## config.mk

```make
export PLATFORM = sky130hd
export DESIGN_NAME = hazard_ctrl_flat
export DESIGN_NICKNAME = d
export VERILOG_FILES = /design/src/rtl/hazard_if.sv /design/src/rtl/hazard_ctrl.sv /design/src/flat_wrapper.sv
export SDC_FILE = /design/constraint.sdc
export NUM_CORES = 1
export LEC_CHECK = 0
export CAP_MARGIN = 25
export CORE_ASPECT_RATIO = 2
export CORE_MARGIN = 8
export CORE_UTILIZATION = 48
export DETAILED_ROUTE_END_ITERATION = 7
export PLACE_DENSITY = 0.89
export SETUP_SLACK_MARGIN = 0.2
export SLEW_MARGIN = 20
export SYNTH_ARGS = -nofsm -noshare
export SYNTH_HDL_FRONTEND = slang
export SYNTH_SLANG_ARGS = --single-unit
```

## constraint.sdc

```tcl
create_clock -name clk -period 2.9 [get_ports clk]
set_clock_uncertainty 0.05 [all_clocks]
set_input_delay 0.725 -clock clk [delete_from_list [all_inputs] [get_ports clk]]
set_output_delay 0.725 -clock clk [all_outputs]
set_load 0.03 [all_outputs]
```

## src/rtl/hazard_if.sv

```systemverilog
// Hazard-control signal bundle between the pipeline datapath and hazard_ctrl.
interface hazard_if #(
    parameter int unsigned CNT_W = 16
);
    logic [4:0]       id_rs1;
    logic [4:0]       id_rs2;
    logic             id_uses_rs1;
    logic             id_uses_rs2;
    logic             id_ex_memread;
    logic [4:0]       id_ex_rd;
    logic             ex_branch_taken;
    logic             mem_req;
    logic             mem_ready;
    logic             pc_write;
    logic             if_id_write;
    logic             if_id_flush;
    logic             id_ex_flush;
    logic             pipe_en;
    logic             mem_timeout;
    logic [CNT_W-1:0] stall_cycles;

    modport master (
        output id_rs1, id_rs2, id_uses_rs1, id_uses_rs2, id_ex_memread, id_ex_rd,
               ex_branch_taken, mem_req, mem_ready,
        input  pc_write, if_id_write, if_id_flush, id_ex_flush, pipe_en,
               mem_timeout, stall_cycles
    );

    modport slave (
        input  id_rs1, id_rs2, id_uses_rs1, id_uses_rs2, id_ex_memread, id_ex_rd,
               ex_branch_taken, mem_req, mem_ready,
        output pc_write, if_id_write, if_id_flush, id_ex_flush, pipe_en,
               mem_timeout, stall_cycles
    );
endinterface

```

## src/rtl/hazard_ctrl.sv

```systemverilog
// Pipeline hazard sequencer: load-use bubbles, branch flushes, data-memory freeze,
// plus a saturating stall-cycle counter.
module hazard_ctrl #(
    parameter int unsigned LOAD_STALL_CYCLES = 1,
    parameter int unsigned MEM_TIMEOUT       = 64,
    parameter int unsigned CNT_W             = 16
) (
    input  logic    clk,
    input  logic    rst_n,
    hazard_if.slave hz_io
);
    localparam int unsigned LU_W   = $clog2(LOAD_STALL_CYCLES + 1);
    localparam int unsigned WAIT_W = $clog2(MEM_TIMEOUT + 1);

    typedef enum logic [1:0] {RUN, LU_STALL, MEM_WAIT} state_e;

    state_e            state_q, state_d, ret_q, ret_d, eval_st;
    logic [LU_W-1:0]   lu_cnt_q, lu_cnt_d;
    logic [WAIT_W-1:0] wait_cnt_q, wait_cnt_d;
    logic              timeout_q, timeout_d;
    logic [CNT_W-1:0]  stall_q;

    logic lu_hazard_c, mem_stall_c, freeze_c;
    logic pc_write_c, if_id_write_c, if_id_flush_c, id_ex_flush_c, pipe_en_c;

    assign lu_hazard_c = hz_io.id_ex_memread && (hz_io.id_ex_rd != 5'd0) &&
                         ((hz_io.id_uses_rs1 && (hz_io.id_rs1 == hz_io.id_ex_rd)) ||
                          (hz_io.id_uses_rs2 && (hz_io.id_rs2 == hz_io.id_ex_rd)));
    assign mem_stall_c = hz_io.mem_req && !hz_io.mem_ready;

    // Next-state and Mealy outputs; a completed memory wait re-runs the saved state's logic.
    always_comb begin
        state_d       = state_q;
        ret_d         = ret_q;
        lu_cnt_d      = lu_cnt_q;
        wait_cnt_d    = wait_cnt_q;
        timeout_d     = timeout_q;
        eval_st       = state_q;
        freeze_c      = 1'b0;
        pc_write_c    = 1'b1;
        if_id_write_c = 1'b1;
        pipe_en_c     = 1'b1;
        if_id_flush_c = 1'b0;
        id_ex_flush_c = 1'b0;

        if (state_q == MEM_WAIT) begin
            eval_st    = ret_q;
            wait_cnt_d = '0;
        end

        if (state_q == MEM_WAIT && !hz_io.mem_ready) begin
            freeze_c = 1'b1;
            if (wait_cnt_q != WAIT_W'(MEM_TIMEOUT))
                wait_cnt_d = wait_cnt_q + WAIT_W'(1);
            else
                wait_cnt_d = wait_cnt_q;
        end else begin
            case (eval_st)
                RUN: begin
                    state_d = RUN;
                    if (mem_stall_c) begin
                        freeze_c   = 1'b1;
                        state_d    = MEM_WAIT;
                        ret_d      = RUN;
                        wait_cnt_d = WAIT_W'(1);
                    end else if (hz_io.ex_branch_taken) begin
                        if_id_flush_c = 1'b1;
                        id_ex_flush_c = 1'b1;
                    end else if (lu_hazard_c) begin
                        pc_write_c    = 1'b0;
                        if_id_write_c = 1'b0;
                        id_ex_flush_c = 1'b1;
                        if (LOAD_STALL_CYCLES > 1) begin
                            state_d  = LU_STALL;
                            lu_cnt_d = LU_W'(LOAD_STALL_CYCLES - 1);
                        end
                    end
                end
                LU_STALL: begin
                    if (mem_stall_c) begin
                        freeze_c   = 1'b1;
                        state_d    = MEM_WAIT;
                        ret_d      = LU_STALL;
                        wait_cnt_d = WAIT_W'(1);
                    end else begin
                        pc_write_c    = 1'b0;
                        if_id_write_c = 1'b0;
                        id_ex_flush_c = 1'b1;
                        lu_cnt_d      = lu_cnt_q - LU_W'(1);
                        state_d       = (lu_cnt_q == LU_W'(1)) ? RUN : LU_STALL;
                    end
                end
                default: state_d = RUN;
            endcase
        end

        if (freeze_c) begin
            pc_write_c    = 1'b0;
            if_id_write_c = 1'b0;
            pipe_en_c     = 1'b0;
            if (wait_cnt_d == WAIT_W'(MEM_TIMEOUT))
                timeout_d = 1'b1;
        end

        // Reset forces a safe output set without waiting for a clock edge.
        if (!rst_n) begin
            pc_write_c    = 1'b0;
            if_id_write_c = 1'b0;
            pipe_en_c     = 1'b0;
            if_id_flush_c = 1'b1;
            id_ex_flush_c = 1'b1;
        end
    end

    always_ff @(posedge clk or negedge rst_n) begin
        if (!rst_n) begin
            state_q    <= RUN;
            ret_q      <= RUN;
            lu_cnt_q   <= '0;
            wait_cnt_q <= '0;
            timeout_q  <= 1'b0;
            stall_q    <= '0;
        end else begin
            state_q    <= state_d;
            ret_q      <= ret_d;
            lu_cnt_q   <= lu_cnt_d;
            wait_cnt_q <= wait_cnt_d;
            timeout_q  <= timeout_d;
            if (!pc_write_c && (stall_q != '1))
                stall_q <= stall_q + CNT_W'(1);
        end
    end

    assign hz_io.pc_write     = pc_write_c;
    assign hz_io.if_id_write  = if_id_write_c;
    assign hz_io.if_id_flush  = if_id_flush_c;
    assign hz_io.id_ex_flush  = id_ex_flush_c;
    assign hz_io.pipe_en      = pipe_en_c;
    assign hz_io.mem_timeout  = timeout_q;
    assign hz_io.stall_cycles = stall_q;
endmodule

```

## src/flat_wrapper.sv

```systemverilog
// flat-port wrapper written by rule: the top's interface ports become plain ports
module hazard_ctrl_flat 
#(
    parameter int unsigned LOAD_STALL_CYCLES = 1,
    parameter int unsigned MEM_TIMEOUT       = 64,
    parameter int unsigned CNT_W             = 16
)
  (clk, rst_n, hz_io_id_rs1, hz_io_id_rs2, hz_io_id_uses_rs1, hz_io_id_uses_rs2, hz_io_id_ex_memread, hz_io_id_ex_rd, hz_io_ex_branch_taken, hz_io_mem_req, hz_io_mem_ready, hz_io_pc_write, hz_io_if_id_write, hz_io_if_id_flush, hz_io_id_ex_flush, hz_io_pipe_en, hz_io_mem_timeout, hz_io_stall_cycles);
  hazard_if #(.CNT_W(CNT_W)) hz_io_i ();
  input  logic clk;
  input  logic rst_n;
  input wire logic [$bits(hz_io_i.id_rs1)-1:0] hz_io_id_rs1;
  input wire logic [$bits(hz_io_i.id_rs2)-1:0] hz_io_id_rs2;
  input wire logic [$bits(hz_io_i.id_uses_rs1)-1:0] hz_io_id_uses_rs1;
  input wire logic [$bits(hz_io_i.id_uses_rs2)-1:0] hz_io_id_uses_rs2;
  input wire logic [$bits(hz_io_i.id_ex_memread)-1:0] hz_io_id_ex_memread;
  input wire logic [$bits(hz_io_i.id_ex_rd)-1:0] hz_io_id_ex_rd;
  input wire logic [$bits(hz_io_i.ex_branch_taken)-1:0] hz_io_ex_branch_taken;
  input wire logic [$bits(hz_io_i.mem_req)-1:0] hz_io_mem_req;
  input wire logic [$bits(hz_io_i.mem_ready)-1:0] hz_io_mem_ready;
  output wire logic [$bits(hz_io_i.pc_write)-1:0] hz_io_pc_write;
  output wire logic [$bits(hz_io_i.if_id_write)-1:0] hz_io_if_id_write;
  output wire logic [$bits(hz_io_i.if_id_flush)-1:0] hz_io_if_id_flush;
  output wire logic [$bits(hz_io_i.id_ex_flush)-1:0] hz_io_id_ex_flush;
  output wire logic [$bits(hz_io_i.pipe_en)-1:0] hz_io_pipe_en;
  output wire logic [$bits(hz_io_i.mem_timeout)-1:0] hz_io_mem_timeout;
  output wire logic [$bits(hz_io_i.stall_cycles)-1:0] hz_io_stall_cycles;
  assign hz_io_i.id_rs1 = hz_io_id_rs1;
  assign hz_io_i.id_rs2 = hz_io_id_rs2;
  assign hz_io_i.id_uses_rs1 = hz_io_id_uses_rs1;
  assign hz_io_i.id_uses_rs2 = hz_io_id_uses_rs2;
  assign hz_io_i.id_ex_memread = hz_io_id_ex_memread;
  assign hz_io_i.id_ex_rd = hz_io_id_ex_rd;
  assign hz_io_i.ex_branch_taken = hz_io_ex_branch_taken;
  assign hz_io_i.mem_req = hz_io_mem_req;
  assign hz_io_i.mem_ready = hz_io_mem_ready;
  assign hz_io_pc_write = hz_io_i.pc_write;
  assign hz_io_if_id_write = hz_io_i.if_id_write;
  assign hz_io_if_id_flush = hz_io_i.if_id_flush;
  assign hz_io_id_ex_flush = hz_io_i.id_ex_flush;
  assign hz_io_pipe_en = hz_io_i.pipe_en;
  assign hz_io_mem_timeout = hz_io_i.mem_timeout;
  assign hz_io_stall_cycles = hz_io_i.stall_cycles;
  hazard_ctrl #(.LOAD_STALL_CYCLES(LOAD_STALL_CYCLES), .MEM_TIMEOUT(MEM_TIMEOUT), .CNT_W(CNT_W)) u_core (.clk(clk), .rst_n(rst_n), .hz_io(hz_io_i));
endmodule
```

[Yosys cells after proc, flatten, opt, wreduce, memory -nomap -nowiden]
Cells that the tools add are included.
Word-level totals
  logic and storage cells: 74
  output and inout port bits: 22
  input port bits: 23
  register bits after elaboration: 29
Cells by class
  add/subtract/negate cells: 3
  bitwise operators: 2
  reduce and logical (&&, ||, !) cells: 17
  eq/ne operators: 9
  muxes and demuxes: 37
Operators by type and width (number)
  $mux W7: 5
  $mux W1: 23
  $add A16 B1 Y16 const B: 1
  $ne A16 B16 Y1 const B: 1
  $eq A5 B5 Y1: 2
  $mux W2: 5
  $pmux W2 S2: 2
  $add A7 B1 Y7 const B: 1
  $eq A7 B7 Y1 const B: 1
  $logic_and A1 B1 Y1: 7
  $ne A7 B7 Y1 const B: 1
  $reduce_bool A5 Y1: 1
  $ne A2 B1 Y1 const B: 2
  $pmux W1 S2: 2
  $reduce_and A4 Y1: 1
  $reduce_and A3 Y1: 1
  $eq A2 B1 Y1 const B: 1
  $eq A2 B2 Y1 const B: 1
  $logic_not A1 Y1: 2
  $logic_not A2 Y1: 1
  $not A1 Y1: 2
  $reduce_and A2 Y1: 1
  $reduce_bool A2 Y1: 1
  $reduce_or A2 Y1: 1
  2 further kinds: 2

[Logic depth before layout (Yosys ltp)]
Gate-level depths: netlist of the first run.
  depth after elaboration: 13
  depth in mapped cells: 8
  gate-level depth less buffers: 7

[Worst setup path before layout of the first run]
No wires, ideal clock.
  kind: input to output
  start: in hz_io_id_ex_rd[2]
  end: out hz_io_id_ex_flush
  required time: 2.125 ns
  arrival: 2.548 ns
  stages on the path: 5
  setup slack: -0.423 ns
  path buffers: 0
  cell sequence: xnor2_1 -> nand4_1 -> o22ai_1 -> a21oi_1 -> o311ai_0
Between the ends
  longest elaborated chain between the ends: 10
  elaborated cells on any way between the ends: 14
  classes of those cells: eq/ne (2); mux (6); reduce/logical (6)
Ends and longest elaborated chain
  start: declaration: line flat_wrapper.sv:17  | input wire logic [$bits(hz_io_i.id_ex_rd)-1:0] hz_io_id_ex_rd;
  $eq A5 B5 Y1 (on tied branches): line hazard_ctrl.sv:27, hazard_ctrl.sv:28
  $logic_and A1 B1 Y1 (on tied branches): line hazard_ctrl.sv:27, hazard_ctrl.sv:28
  $logic_or A1 B1 Y1: line hazard_ctrl.sv:27  | ((hz_io.id_uses_rs1 && (hz_io.id_rs1 == hz_io.id_ex_rd)) ||
  $logic_and A1 B1 Y1 *: line hazard_ctrl.sv:26  | assign lu_hazard_c = hz_io.id_ex_memread && (hz_io.id_ex_rd != 5'd0) &&
  $mux W1 *: line hazard_ctrl.sv:69  | end else if (lu_hazard_c) begin
  $mux W1 *: line hazard_ctrl.sv:66  | end else if (hz_io.ex_branch_taken) begin
  $mux W1 *: line hazard_ctrl.sv:61  | if (mem_stall_c) begin
  $pmux W1 S2 *: line hazard_ctrl.sv:58  | case (eval_st)
  $mux W1 *: line hazard_ctrl.sv:51  | if (state_q == MEM_WAIT && !hz_io.mem_ready) begin
  $mux W1 *: line hazard_ctrl.sv:106  | if (!rst_n) begin
  end: declaration: line flat_wrapper.sv:24  | output wire logic [$bits(hz_io_i.id_ex_flush)-1:0] hz_io_id_ex_flush;
Mark *: on every way between the ends. The rest lies on a longest branch, timed or not.

[Final worst setup path of the first run]
Same ends and word-level chain as after synthesis.

==> results of run 1 <==
cell type report:
class / instances / area (um^2) / share of cell area (%)
inverters: 6 / 22.52 / 0.8960
flip-flops and latches: 28 / 700.7 / 27.87
repair buffers: 69 / 618.1 / 24.59
well taps: 49 / 61.31 / 2.439
clock buffers: 3 / 41.29 / 1.643
multi-input cells: 139 / 1070 / 42.56
power by group through the flow:
stage          Combinational (mW)  Clock, mW  Sequential (mW)
2_1_floorplan               0.187          0            0.608
3_3_place_gp                0.470          0            0.526
3_5_place_dp                0.486          0            0.534
4_1_cts                     0.493      0.210            0.526
5_1_grt                     0.542      0.222            0.539
6_report                    0.503      0.207            0.527
what timing repair did:
action,4_1_cts,5_1_grt
gates resized for setup,38,15
setup buffers,3,0
pin swaps,18,13
setup endpoints to repair,4,3
per-stage QoR:
stage / worst slack [ns] / util, %
5_1_grt: 0.06638 / 71.22
3_5_place_dp: -0.3454 / 67.49
3_3_place_gp: -0.3068 / 67.49
6_report: 0.09435 / 71.22
2_1_floorplan: 0.1251 / -
4_1_cts: 0.09349 / 69.94
flip-flops by register name, indices dropped and copies added (netlist names):
signal                     cells
u_core.wait_cnt_q              7
u_core.state_q                 2
u_core.ret_q                   1
u_core.hz_io.stall_cycles     16
u_core.hz_io.mem_timeout       1
u_core.lu_cnt_q                1
worst register-to-register path, stage by stage (launching register included):
cell	delay [ns]
dfrtp_1	0.52
and2b_1	0.29
a21oi_2	0.05
buf_4	0.13
buf_4	0.12
nor4_2	0.32
a22oi_4	0.17
buf_4	0.19
nor4_4	0.27
xor2_1	0.18
logic make-up (layout without fill, tap and decap cells):
| logic type | after synthesis | after routing |
|---|---|---|
| buffers and inverters | 12 | 78 |
| multiplexers | 3 | 3 |
| AND/OR/NAND/NOR | 78 | 78 |
| flip-flops | 28 | 28 |
| AO/OA/AOI/OAI | 27 | 27 |
| XOR/XNOR | 28 | 28 |
| adder cells (fa/ha/maj) | 3 | 3 |
per-layer routing:
layer | vias up | global-route usage [%]
li1 | 766 | -
met1 | 797 | 18.77
met2 | 68 | 28.74
met3 | 13 | 4.092
met4 | 0 | 4.373
met5 | - | 0
worst paths after layout:
check,end,depth (start not counted)
max in group asynchronous,u_core.hz_io.stall_cycles[1],3
min in group asynchronous,u_core.ret_q[0],2
max,hz_io_id_ex_flush,7
min reg2reg,u_core.state_q[0],1
max reg2reg,u_core.hz_io.stall_cycles[10],9
min,u_core.state_q[0],1
cells in the final DEF, fill, tap and decap left out, types with 2 or more instances in the layout:
cell and instances:
dfrtp_1 28, buf_4 25, clkdlybuf4s50_1 22, nor2_1 18
nand2_1 16, xor2_1 13, xnor2_1 11, dlygate4sd2_1 8
buf_6 8, nand3_1 7, nand4_1 6, inv_1 5
o21ai_0 5, xnor2_2 4, nor3_1 4, clkdlybuf4s15_1 4
and3_1 3, nand2b_1 3, a31oi_1 3, nor4_1 3
a21oi_1 3, nor4b_1 3, ha_1 3, clkbuf_8 3
nor2b_1 2, a21boi_1 2, o21ai_1 2, nor3_2 2
nor4_2 2
==> summary by stage, run 1 <==
Critical path
Walking the worst path, the cells encountered are buf_6 -> or4_4 -> o21ai_4 -> inv_2 -> a21oi_4 -> o311ai_4 -> buf_6. The biggest fanout along the worst timing path is 2. The number of buffer and inverter stages on the critical path is 3. The worst endpoint required time is 2.12 ns.

STA classifies the critical path startpoint as a primary input. On the worst path, the slowest cell contributes a delay of ~0.53 ns. The startpoint identified for the worst register-to-register timing path is u_core.state_q[0].

The kind of end point of the critical path is an output pin. In this run the register-to-register setup slack is about 0.56 ns. The launch point of the worst path is hz_io_id_ex_rd[2]. The cell family contributing the most delay on the critical path is simple AND/OR/NAND/NOR gates. The classification of the worst setup path is primary input to output pin. The library cell appearing most often on the critical path is buf_6. Data arrives at the worst endpoint at ~2.0 ns.

The slowest stage of the critical path is the or4_4 cell.

Cells and area
In the final layout, the share of cells above drive strength 1 is between 20% and 30%. For this run, the post-layout net count is roughly 270. The antenna diode count is 0. The layout has 245 filler cells. The final standard cell count with taps included and fillers excluded is between 200 and 300. Relative to the synthesized area, the layout overhead comes to 45.79%. The final cell area excluding filler cells is about 2500 um^2.

GRT
After global routing the overflow that remains totals 0. For this run, the total global-route usage over all layers was measured as 16.39%. The global-route wire length before repair is just under 8000 um. Entering global routing, the biggest net connects 27 pins.

The initial antenna violation count was 0. The number of global-route vias before repair is between 1500 and 2000.

Floorplanning
45 I/O pins were placed. Measured along the x axis, the die boundary spans a little under 60 um. The initial core utilization is between 40% and 50%. The die outline height is ~100 um. The cell row count is 31. The core region area is between 3000 and 4000 um^2.

The die area is 5882 um^2.

Pwr
The overall power is between 1 and 1.5 mW. The combinational share of power is between 40% and 50%. The worst-case IR drop observed on VDD is 522.8 uV. For this design the ratio of total power to cell area is roughly 490 nW/um^2. The net switching power of the design is around 480 uW.

The fraction of power spent switching nets is 38.48%. For this design the static power due to leakage is approximately 1.2 nW. Sequential cells account for between 40 and 50% of the total power. The clock network is responsible for 16.7% of the overall power. The internal power is ~760 uW.

Clock network
Clock tree synthesis inserted a total of 3 buffers. The clock root buffer is clkbuf_8. After clock tree synthesis, the clock-pin slew on the worst setup and hold paths is approximately 0.09 ns. CTS built an H-tree with a depth of 1.

The number of hold buffers added after CTS was 0. The clock tree from TritonCTS is done. At the later pin of the worst-skew pair, clock insertion delay measures 0.27 ns. The buffer depth of the longest clock path is 2. The number of sinks driven by the clock tree is 28.

Detailed routing
The final antenna-violating net count is 0. The number of DRC markers after the initial detailed-route iteration is 43. Wires add up to 4918 um. The number of vias after detailed routing is about 1600. The routed metal-1 wire length is 1873 um. The top layer reached by signal wires is met4. The first detailed-routing pass ran for 4 iterations. The routed design uses 386 um of met3 wire. After detailed routing, the average wire length per cell comes to ~17 um. In the routed layout, each cell is associated on average with a via count of ~5.6. In the routed design, unresolved DRC markers number 0. Summed over all nets, wire length on met2 after detailed routing comes to around 2600 um.

Placement
The HPWL after detailed placement is 3526 um. The number of input and output port buffers inserted is 44. The number of cells after detailed placement is ~290. At the end of routability-driven placement, the weighted congestion stood at about 0.88.

The area of placed instances is approximately 2400 um^2.

Synth
After synthesis the netlist holds a flip-flop and latch count of 28. The synthesized netlist devotes about a quarter of its cell area to simple gates. After synthesis, the cell types taking the most area are dfrtp_1, xnor2_1, xor2_1.

Counting every net in the synthesized netlist gives ~210. After synthesis, the largest family of logic cells by area is simple AND/OR/NAND/NOR gates. The number of different library cells used by synthesis comes to 46. The part of the Yosys area used for sequential elements is between 40% and 50%. A synthesized cell averages between 9 and 10 um^2. Summing the areas of all xor and xnor instances in the mapped netlist gives around 14% of the synthesized area. The fraction of synthesized area in multiplexers is under 10%.

Counting every instance in the synthesized netlist gives 179. Counting flops with an async set or reset pin after synthesis yields a share of 100.0%. Sorting the synthesized cells by how often they occur yields dfrtp_1, nor2_1, nand2_1. In the post-synthesis netlist, the cell with the most instances is dfrtp_1. The adder and majority cell fraction of the synthesized area is 2.177%.

The total of warnings raised by yosys is 0. Counting flops with a built-in enable in the synthesized netlist gives 0. The area fraction in compound gates after synthesis is between 10% and 20%. The commonest register cell after synthesis is dfrtp_1.

The post-synth design cell area is ~1700 um^2. dfrtp_1 takes more of the synthesized area than any other cell. The share of synthesized area in the top cell type comes to slightly above 40%.

Worst hold path
The worst hold path begins at u_core.lu_cnt_q. The worst hold path belongs to the class flip-flop to flip-flop.

Outcome
The flow ran to the end, and the final reports show no timing, DRC or antenna violations.

STA
The number of endpoints failing setup at the final stage is 0. The setup total negative slack is 0 ns. The normalized max-slew margin is around 72%. The final critical-path required period is around 2.8 ns.

The worst hold slack is 0.4078 ns. The final hold violation count is 0. The count of final max-slew check failures came to 0. Setup repair after global routing could not meet its margin everywhere. The final clock period utilization by the worst path is a little over nine tenths. At the pin with the least slew margin, the transition time is roughly 0.41 ns.

The upper clock frequency limit is 356.4 MHz.

Flow run
The number of maximum-capacitance constraint violations is 0.
No activity file was read; power rests on OpenSTA's default activity.
==> run 2, diff against run 1 <==
--- a/config.mk
+++ b/config.mk
@@ -12,6 +12,7 @@
 export DETAILED_ROUTE_END_ITERATION = 7
 export PLACE_DENSITY = 0.89
 export SETUP_SLACK_MARGIN = 0.2
+export SKIP_LAST_GASP = 1
 export SLEW_MARGIN = 20
 export SYNTH_ARGS = -nofsm -noshare
 export SYNTH_HDL_FRONTEND = slang
==> results of run 2 <==
No change in the layout: final DEF, timing and power equal those of run 1.
==> run 3, diff against run 2 <==
--- a/config.mk
+++ b/config.mk
@@ -5,14 +5,15 @@
 export SDC_FILE = /design/constraint.sdc
 export NUM_CORES = 1
 export LEC_CHECK = 0
+export ABC_CLOCK_PERIOD_IN_PS = 2900
 export CAP_MARGIN = 25
 export CORE_ASPECT_RATIO = 2
 export CORE_MARGIN = 8
 export CORE_UTILIZATION = 48
+export CTS_CLUSTER_DIAMETER = 120
 export DETAILED_ROUTE_END_ITERATION = 7
 export PLACE_DENSITY = 0.89
 export SETUP_SLACK_MARGIN = 0.2
-export SKIP_LAST_GASP = 1
 export SLEW_MARGIN = 20
 export SYNTH_ARGS = -nofsm -noshare
 export SYNTH_HDL_FRONTEND = slang
==> results of run 3 <==
No change in the layout: final DEF, timing and power equal those of run 1.
